[src/rtl/seq_add_multiplier.sv]
`default_nettype none
// ============================================================================
// Module      : seq_add_multiplier
// Description : Sequential 8x8 unsigned multiplier built from repeated
//               addition. A multiplicand register, a countdown multiplier
//               register and a 16-bit accumulator are driven by a four-state
//               control FSM. Latency is B+2 cycles from the sampled start.
//               Optional build macro MULT_OPSWAP_EN loads the larger operand
//               as multiplicand and counts down the smaller one, giving a
//               latency of min(A,B)+2 cycles.
// Revision    : 1.0 - initial release
// ============================================================================
module seq_add_multiplier (
    input  logic        CLK,
    input  logic        RST,
    input  logic        S,
    input  logic [7:0]  A,
    input  logic [7:0]  B,
    output logic [15:0] RP,
    output logic        DONE,
    output logic        BUSY
);

    typedef enum logic [1:0] {
        ST_IDLE = 2'd0,
        ST_LOAD = 2'd1,
        ST_ADD  = 2'd2,
        ST_DONE = 2'd3
    } state_t;

    state_t       r_state;
    logic [7:0]   r_ra;
    logic [7:0]   r_rb;
    logic [15:0]  r_rp;
    logic         r_done;
    logic         r_busy;

    logic [15:0]  w_sum;
    logic         w_rbzero;
    logic         w_la;
    logic         w_lb;
    logic         w_clrp;
    logic         w_lp;
    logic         w_decb;
    logic [7:0]   w_ld_ra;
    logic [7:0]   w_ld_rb;

    // Accumulator adder; 255*255 fits in 16 bits so no carry-out is needed
    assign w_sum    = {8'b0, r_ra} + r_rp;
    assign w_rbzero = (r_rb == 8'd0);

    // Datapath control strobes decoded from the current state
    assign w_la   = (r_state == ST_LOAD);
    assign w_lb   = (r_state == ST_LOAD);
    assign w_clrp = (r_state == ST_LOAD);
    assign w_lp   = (r_state == ST_ADD) && !w_rbzero;
    assign w_decb = (r_state == ST_ADD) && !w_rbzero;

`ifdef MULT_OPSWAP_EN
    logic w_a_ge_b;

    // Larger operand becomes the multiplicand so the countdown is shortest;
    // on a tie A is taken as the multiplicand
    assign w_a_ge_b = (A >= B);
    assign w_ld_ra  = w_a_ge_b ? A : B;
    assign w_ld_rb  = w_a_ge_b ? B : A;
`else
    // Operands load straight through with no reordering
    assign w_ld_ra  = A;
    assign w_ld_rb  = B;
`endif

    // Control FSM with registered DONE/BUSY outputs
    always_ff @(posedge CLK or posedge RST) begin
        if (RST) begin
            r_state <= ST_IDLE;
            r_done  <= 1'b0;
            r_busy  <= 1'b0;
        end else begin
            case (r_state)
                ST_IDLE: begin
                    r_done <= 1'b0;
                    if (S) begin
                        r_state <= ST_LOAD;
                        r_busy  <= 1'b1;
                    end else begin
                        r_busy  <= 1'b0;
                    end
                end
                ST_LOAD: begin
                    r_state <= ST_ADD;
                    r_busy  <= 1'b1;
                    r_done  <= 1'b0;
                end
                ST_ADD: begin
                    r_busy <= 1'b1;
                    if (w_rbzero) begin
                        r_state <= ST_DONE;
                        r_done  <= 1'b1;
                    end else begin
                        r_done  <= 1'b0;
                    end
                end
                ST_DONE: begin
                    r_state <= ST_IDLE;
                    r_done  <= 1'b0;
                    r_busy  <= 1'b0;
                end
                default: begin
                    r_state <= ST_IDLE;
                    r_done  <= 1'b0;
                    r_busy  <= 1'b0;
                end
            endcase
        end
    end

    // Multiplicand register: loaded once per operation
    always_ff @(posedge CLK or posedge RST) begin
        if (RST) begin
            r_ra <= 8'd0;
        end else if (w_la) begin
            r_ra <= w_ld_ra;
        end
    end

    // Countdown register: loaded with the add count, decremented per add
    always_ff @(posedge CLK or posedge RST) begin
        if (RST) begin
            r_rb <= 8'd0;
        end else if (w_lb) begin
            r_rb <= w_ld_rb;
        end else if (w_decb) begin
            r_rb <= r_rb - 8'd1;
        end
    end

    // Accumulator: cleared at load, holds the result until the next load
    always_ff @(posedge CLK or posedge RST) begin
        if (RST) begin
            r_rp <= 16'd0;
        end else if (w_clrp) begin
            r_rp <= 16'd0;
        end else if (w_lp) begin
            r_rp <= w_sum;
        end
    end

    assign RP   = r_rp;
    assign DONE = r_done;
    assign BUSY = r_busy;

endmodule
`default_nettype wire

[config.mk]
export PLATFORM = sky130hd
export DESIGN_NAME = seq_add_multiplier
export DESIGN_NICKNAME = d
export VERILOG_FILES = /design/src/rtl/seq_add_multiplier.sv
export SDC_FILE = /design/constraint.sdc
export NUM_CORES = 1
export LEC_CHECK = 0
export CELL_PAD_IN_SITES_DETAIL_PLACEMENT = 0
export CELL_PAD_IN_SITES_GLOBAL_PLACEMENT = 1
export CORE_MARGIN = 10
export CORE_UTILIZATION = 35
export DETAILED_ROUTE_END_ITERATION = 7
export PLACE_DENSITY_LB_ADDON = 0.3
export SYNTH_ARGS = -nofsm -noshare
export SYNTH_HDL_FRONTEND = slang
export SYNTH_SLANG_ARGS = --single-unit
[constraint.sdc]
create_clock -name CLK -period 2.68 [get_ports CLK]
set_input_delay 0.402 -clock CLK [delete_from_list [all_inputs] [get_ports CLK]]
set_output_delay 0.402 -clock CLK [all_outputs]
set_load 0.01 [all_outputs]
==> flow_metrics.py <==
metrics = {
    "run_status": {
        "status": "finished, final reports clean",
    },
    "logic_synthesis": {
        "ys_types": 38,
        "syn_inst": 205,
        "synth_seq_cells": 36,
        "synth.yosys.seq_area_share_pct": 44.6,
        "synth-edff-count": 0,
        "synth_warnings": 0,
        "synth_area_per_cell_sq_um": 9.84,
        "async_reset_ff_share_pct": 100,
        "synth_top_flop_cell": "dfrtp_1",
        "synth_fp_nets": 239,
        "syn_area_sq_um": 2020,
    },
    "power_and_ir_drop": {
        "ir_drop_mv": 0.370,
        "p_per_area_nw_per_um2": 1060,
        "power_mw": 2.70,
        "leakagePower_nw": 1.08,
    },
    "timing": {
        "grt_setup_unrepaired": "false",
        "fin_setup_tns_ns": 0,
        "min_period_ns": 2.16,
        "max_freq_mhz": 463,
        "finClkSkew_ns": 0.00780,
        "setup_viol": 0,
        "whs_ns": 0.517,
        "period_share_pct": 80.5,
        "report.final.slew_viol_count": 0,
        "relSlewSlack_pct": 52.3,
        "tightest_slew_ns": 0.715,
        "hold_viol_final": 0,
    },
    "setup_path": {
        "crit_slowest_cell": "o31a_1",
        "timing.rr.start": "r_rb[0]",
        "r2r_cells": 8,
        "path_cells": "inv_1 -> ha_1 -> nand2b_1 -> o31a_1 -> nand4_1 -> a21oi_1 -> xnor2_1 -> nor2_1",
        "reg2reg_slack_ns": 0.52,
        "reg2reg_to": "RP[15]",
        "path_class": "flip-flop to flip-flop",
        "end_kind": "flip-flop",
        "arrival_ns": 2.34,
        "cp_max_fo": 15,
        "slowest_delay_ns": 0.64,
        "worstSetupStartpointType": "flip-flop",
        "cp.required_ns": 2.86,
    },
    "route": {
        "wire_per_inst_um": 14.0,
        "drc": 0,
        "vias_per_cell": 4.81,
        "dr.pass1.iters": 4,
        "wirelength_mm": 4.43,
        "num_vias": 1525,
        "postRouteAntennaNets": 0,
        "drt_iter0_markers": 63,
    },
    "clock_tree": {
        "cts_tree": "built",
        "htreeDepth": 2,
        "cts_setup_buffers": 0,
        "clockBufferDepth": 2,
        "cts_sinks": 36,
        "clockRootBuffer": "clkbuf_8",
        "clk_pin_slew_ns": 0.08,
        "cts_hold_buf": 0,
        "cts.repair.resized": 0,
        "clkLatencyLatePin_ns": 0.29,
        "cts_made_buffers": 5,
    },
    "global_route": {
        "use_met3_pct": 3.35,
        "antenna_found_initial": 0,
        "overflow": 0,
        "grt_max_degree": 37,
        "grt_util_met2_pct": 15.9,
        "grt_pass1_wl_mm": 7.62,
        "grtUsageTotal_pct": 10.5,
        "use_met1_pct": 13.5,
        "busiest_layer": "met2",
        "grt_pass1_vias": 1572,
    },
    "finish": {
        "diodes": 0,
        "instances_no_fill": 317,
        "utilization_pct": 46.2,
        "drive_above_1_share_pct": 10.2,
        "area_growth_pct": 26.8,
        "nets": 278,
    },
    "place": {
        "portBuffers": 36,
        "hpwl_mm": 3.22,
        "dpl.cell_count": 309,
        "finalWeightedCongestion": 0.773,
    },
    "floorplan": {
        "coreArea_sq_um": 5540,
        "die_w_um": 95.9,
        "initial_core_util_pct": 36.4,
        "io_pins": 37,
        "die_height_um": 95.9,
        "die_area_sq_um": 9200,
        "rows": 27,
    },
    "min_path": {
        "hold_path_class": "input pin to async pin",
    },
    "job": {
        "max_cap_viol_count": 0,
    },
}
-- how the worst max path moves through the flow --
stage                     endpoint     from  slack (ns)
after detailed placement    RP[15]  r_rb[0]        0.53
after global placement       RP[9]  r_rb[0]        0.60
after CTS                   RP[15]  r_rb[0]        0.53
final                       RP[15]  r_rb[0]        0.52
after global routing        RP[15]  r_rb[0]        0.34
after floorplan             RP[13]    RP[4]        0.77
-- synth_stat cells, types with 3 or more instances --
| cell | number | area (sq um) |
|---|---|---|
| clkbuf_1 | 5 | 18.8 |
| a21oi_1 | 17 | 85.1 |
| xnor2_1 | 8 | 70.1 |
| nand3_1 | 4 | 20.0 |
| o21ai_1 | 4 | 20.0 |
| inv_1 | 11 | 41.3 |
| ha_1 | 14 | 175 |
| mux2_2 | 8 | 90.1 |
| nor2_1 | 14 | 52.6 |
| o21ai_0 | 10 | 50.1 |
| and3_1 | 3 | 18.8 |
| nand2_1 | 26 | 97.6 |
| xor2_1 | 9 | 78.8 |
| nand4_1 | 4 | 25.0 |
| nor2b_1 | 5 | 31.3 |
| dfrtp_1 | 36 | 901 |
-- cells by family (layout without fill, tap and decap cells) --
logic type                 after synthesis  after routing  synth area share (%)
xor gates and xnor gates                17             17                  7.38
adders and majority gates               15             15                  9.67
muxes                                    8              8                  4.46
AOI/OAI and AO/OA                       41             41                  12.6
DFF                                     36             36                  44.6
and+or+nand+nor                         70             70                  17.3
buffers and inverters                   18             58                  3.91
-- report_power, final --
group	internal, mW	leakage, nW	switching, mW
registers	0.747	0.459	0.165
clock network	0.205	0.0510	0.200
logic	0.660	0.569	0.723
-- state kept, by name, indices dropped and copies added (netlist names) --
signal,count
BUSY,1
RP,16
r_ra,8
r_state,2
r_rb,8
DONE,1
-- critical path, delay by kind of cell (launching register included) --
kind	cells	cell delay, ns
buf+inv	1	0.07
compound gates	2	0.81
xor+xnor	1	0.14
fa+ha+maj	1	0.21
flops	1	0.40
simple gates	3	0.43
-- layer usage --
layer | part of all wire [%] | vias to the layer above
li1 | - | 777
met1 | 47 | 716
met2 | 45 | 26
met3 | 5.6 | 6
met4 | 1.6 | 0
met5 | 0 | -
-- per-stage QoR --
step,setup slack [ns],cell area [sq um]
after global routing,0.336,2560
after CTS,0.527,2560
after detailed placement,0.526,2470
after global placement,0.596,2470
final,0.522,2560
after floorplan,0.768,2020
-- cell type report --
| cell class | count | area [sq um] |
|---|---|---|
| clock inverters | 2 | 10.0 |
| fillers | 549 | 2980 |
| inverters | 11 | 41.3 |
| clock buffers | 6 | 82.6 |
| flip-flops and latches | 36 | 901 |
| well taps | 72 | 90.1 |
| multi-input cells | 151 | 1040 |
| repair buffers | 39 | 395 |
-- cell usage in the layout (no fill, tap or decap), types with 3 or more instances in the layout --
cell             netlist  final
a21oi_1               17     17
and3_1                 3      3
clkbuf_8               0      6
clkdlybuf4s50_1        0     36
dfrtp_1               36     36
ha_1                  14     14
inv_1                 11     11
mux2_2                 8      8
nand2_1               26     26
nand3_1                4      4
nand4_1                4      4
nor2_1                14     14
nor2b_1                5      5
o21ai_0               10     10
o21ai_1                4      4
xnor2_1                8      8
xor2_1                 9      9
Power figures use the tool's default switching activity.
==> patch (config.mk and constraints unchanged) <==
Build with the macro `MULT_OPSWAP_EN` defined.
--- a/src/rtl/seq_add_multiplier.sv
+++ b/src/rtl/seq_add_multiplier.sv
@@ -10,6 +10,8 @@
 //               latency of min(A,B)+2 cycles.
 // Revision    : 1.0 - initial release
 // ============================================================================
+`define MULT_OPSWAP_EN
+
 module seq_add_multiplier (
     input  logic        CLK,
     input  logic        RST,
Formal check against the unedited RTL: not equivalent (a bounded check fails within 4 cycles, from zero or initial values and one cycle with RST high).
==> patch against the original RTL <==
Global-route usage increased by 1.4 points. First-iteration DRC count increased by 19%. Total power increased by 11%. Worst setup slack got worse by 0.15 ns. Wire length increased by 49%. Cell area increased by 29%. Area after synthesis increased by 36%. Sequential cell count unchanged. Critical path type is now primary input to register. Critical endpoint is now r_ra[0]. Largest power group unchanged. Highest routed layer unchanged.
==> patch: results (changes against the original RTL) <==
* Vias in the first global route at 2476 (+58%)
* Synth Area in Compound Gates at 0.270 (+0.143)
* Power density over cell area at 909 nW/um^2 (-14%)
* Max IR drop VDD at 289 uV (-22%)
* Nets at 387 (+39%)
* Outcome: completed
* GPL Wtd Cong at 0.781 (+0.94%)
* Netlist cell types at 52 (+37%)
* Non-clock buffering overhead at 0.141 (-0.0139)
* DR iter-0 viols at 75 (+19%)
* Multi-input gates at 233 (+54%)
* Post-synthesis sequential area ratio at 0.329 (-0.118)
* Via density per instance at 5.39 (+12%)
* Largest stage delay, worst path at 0.53 ns (-0.11 ns)
* Inverters at 19 (+8)
* Combinational power at 1.69 mW (+22%)
* Worst-path fanout max at 19 (+4)
* Mapped Cells at 305 (+49%)
* Filler cells at 783 (+43%)
* FFs & Latches at 36 (unchanged)
* Wire length of the first global-routing pass at 11.7 mm (+54%)
* Pre-CTS setup slack at 0.0698 ns (-0.456 ns)
* Fin cells at 447 (+41%)
* Dpl hpwl at 5.09 mm (+58%)
* Synth area leaders: dfrtp_1 (33%), ha_1 (10%), a41oi_1 (4.5%)
* Slowest CP cell: clkdlybuf4s50_1
* Layout cell share with drive strength beyond 1 at 0.104 (+0.00231)
## patch: per-layer routing
layer	global-route usage	vias to the layer above	routed length, um
met1	0.153	1115	3140
met2	0.186	66	2920
met5	0	-	0
met4	0.0480	0	135
li1	-	1217	-
met3	0.0291	13	420
## patch: worst paths after layout
| check | from | cells past startpoint | end |
|---|---|---|---|
| min in group CLK | RP[0] | 2 | RP[0] |
| max in group asynchronous | RST | 3 | RP[3] |
| max | B[6] | 9 | r_ra[0] |
| min | RST | 3 | BUSY |
| min reg2reg | RP[0] | 2 | RP[0] |
| max reg2reg | r_state[0] | 6 | RP[14] |
## patch: worst reg2reg max path: stages (launching register included)
cell	delay, ns
dfrtp_1	0.41
inv_1	0.13
ha_1	0.31
a21boi_2	0.50
o311ai_2	0.30
or3_1	0.36
a21oi_1	0.16
## patch: metrics by stage
stage	instance area, sq um	util
floorplan	2740	-
global placement	3230	0.420
detailed placement	3230	0.420
CTS	3310	0.431
global route	3310	0.431
finish	3310	0.431
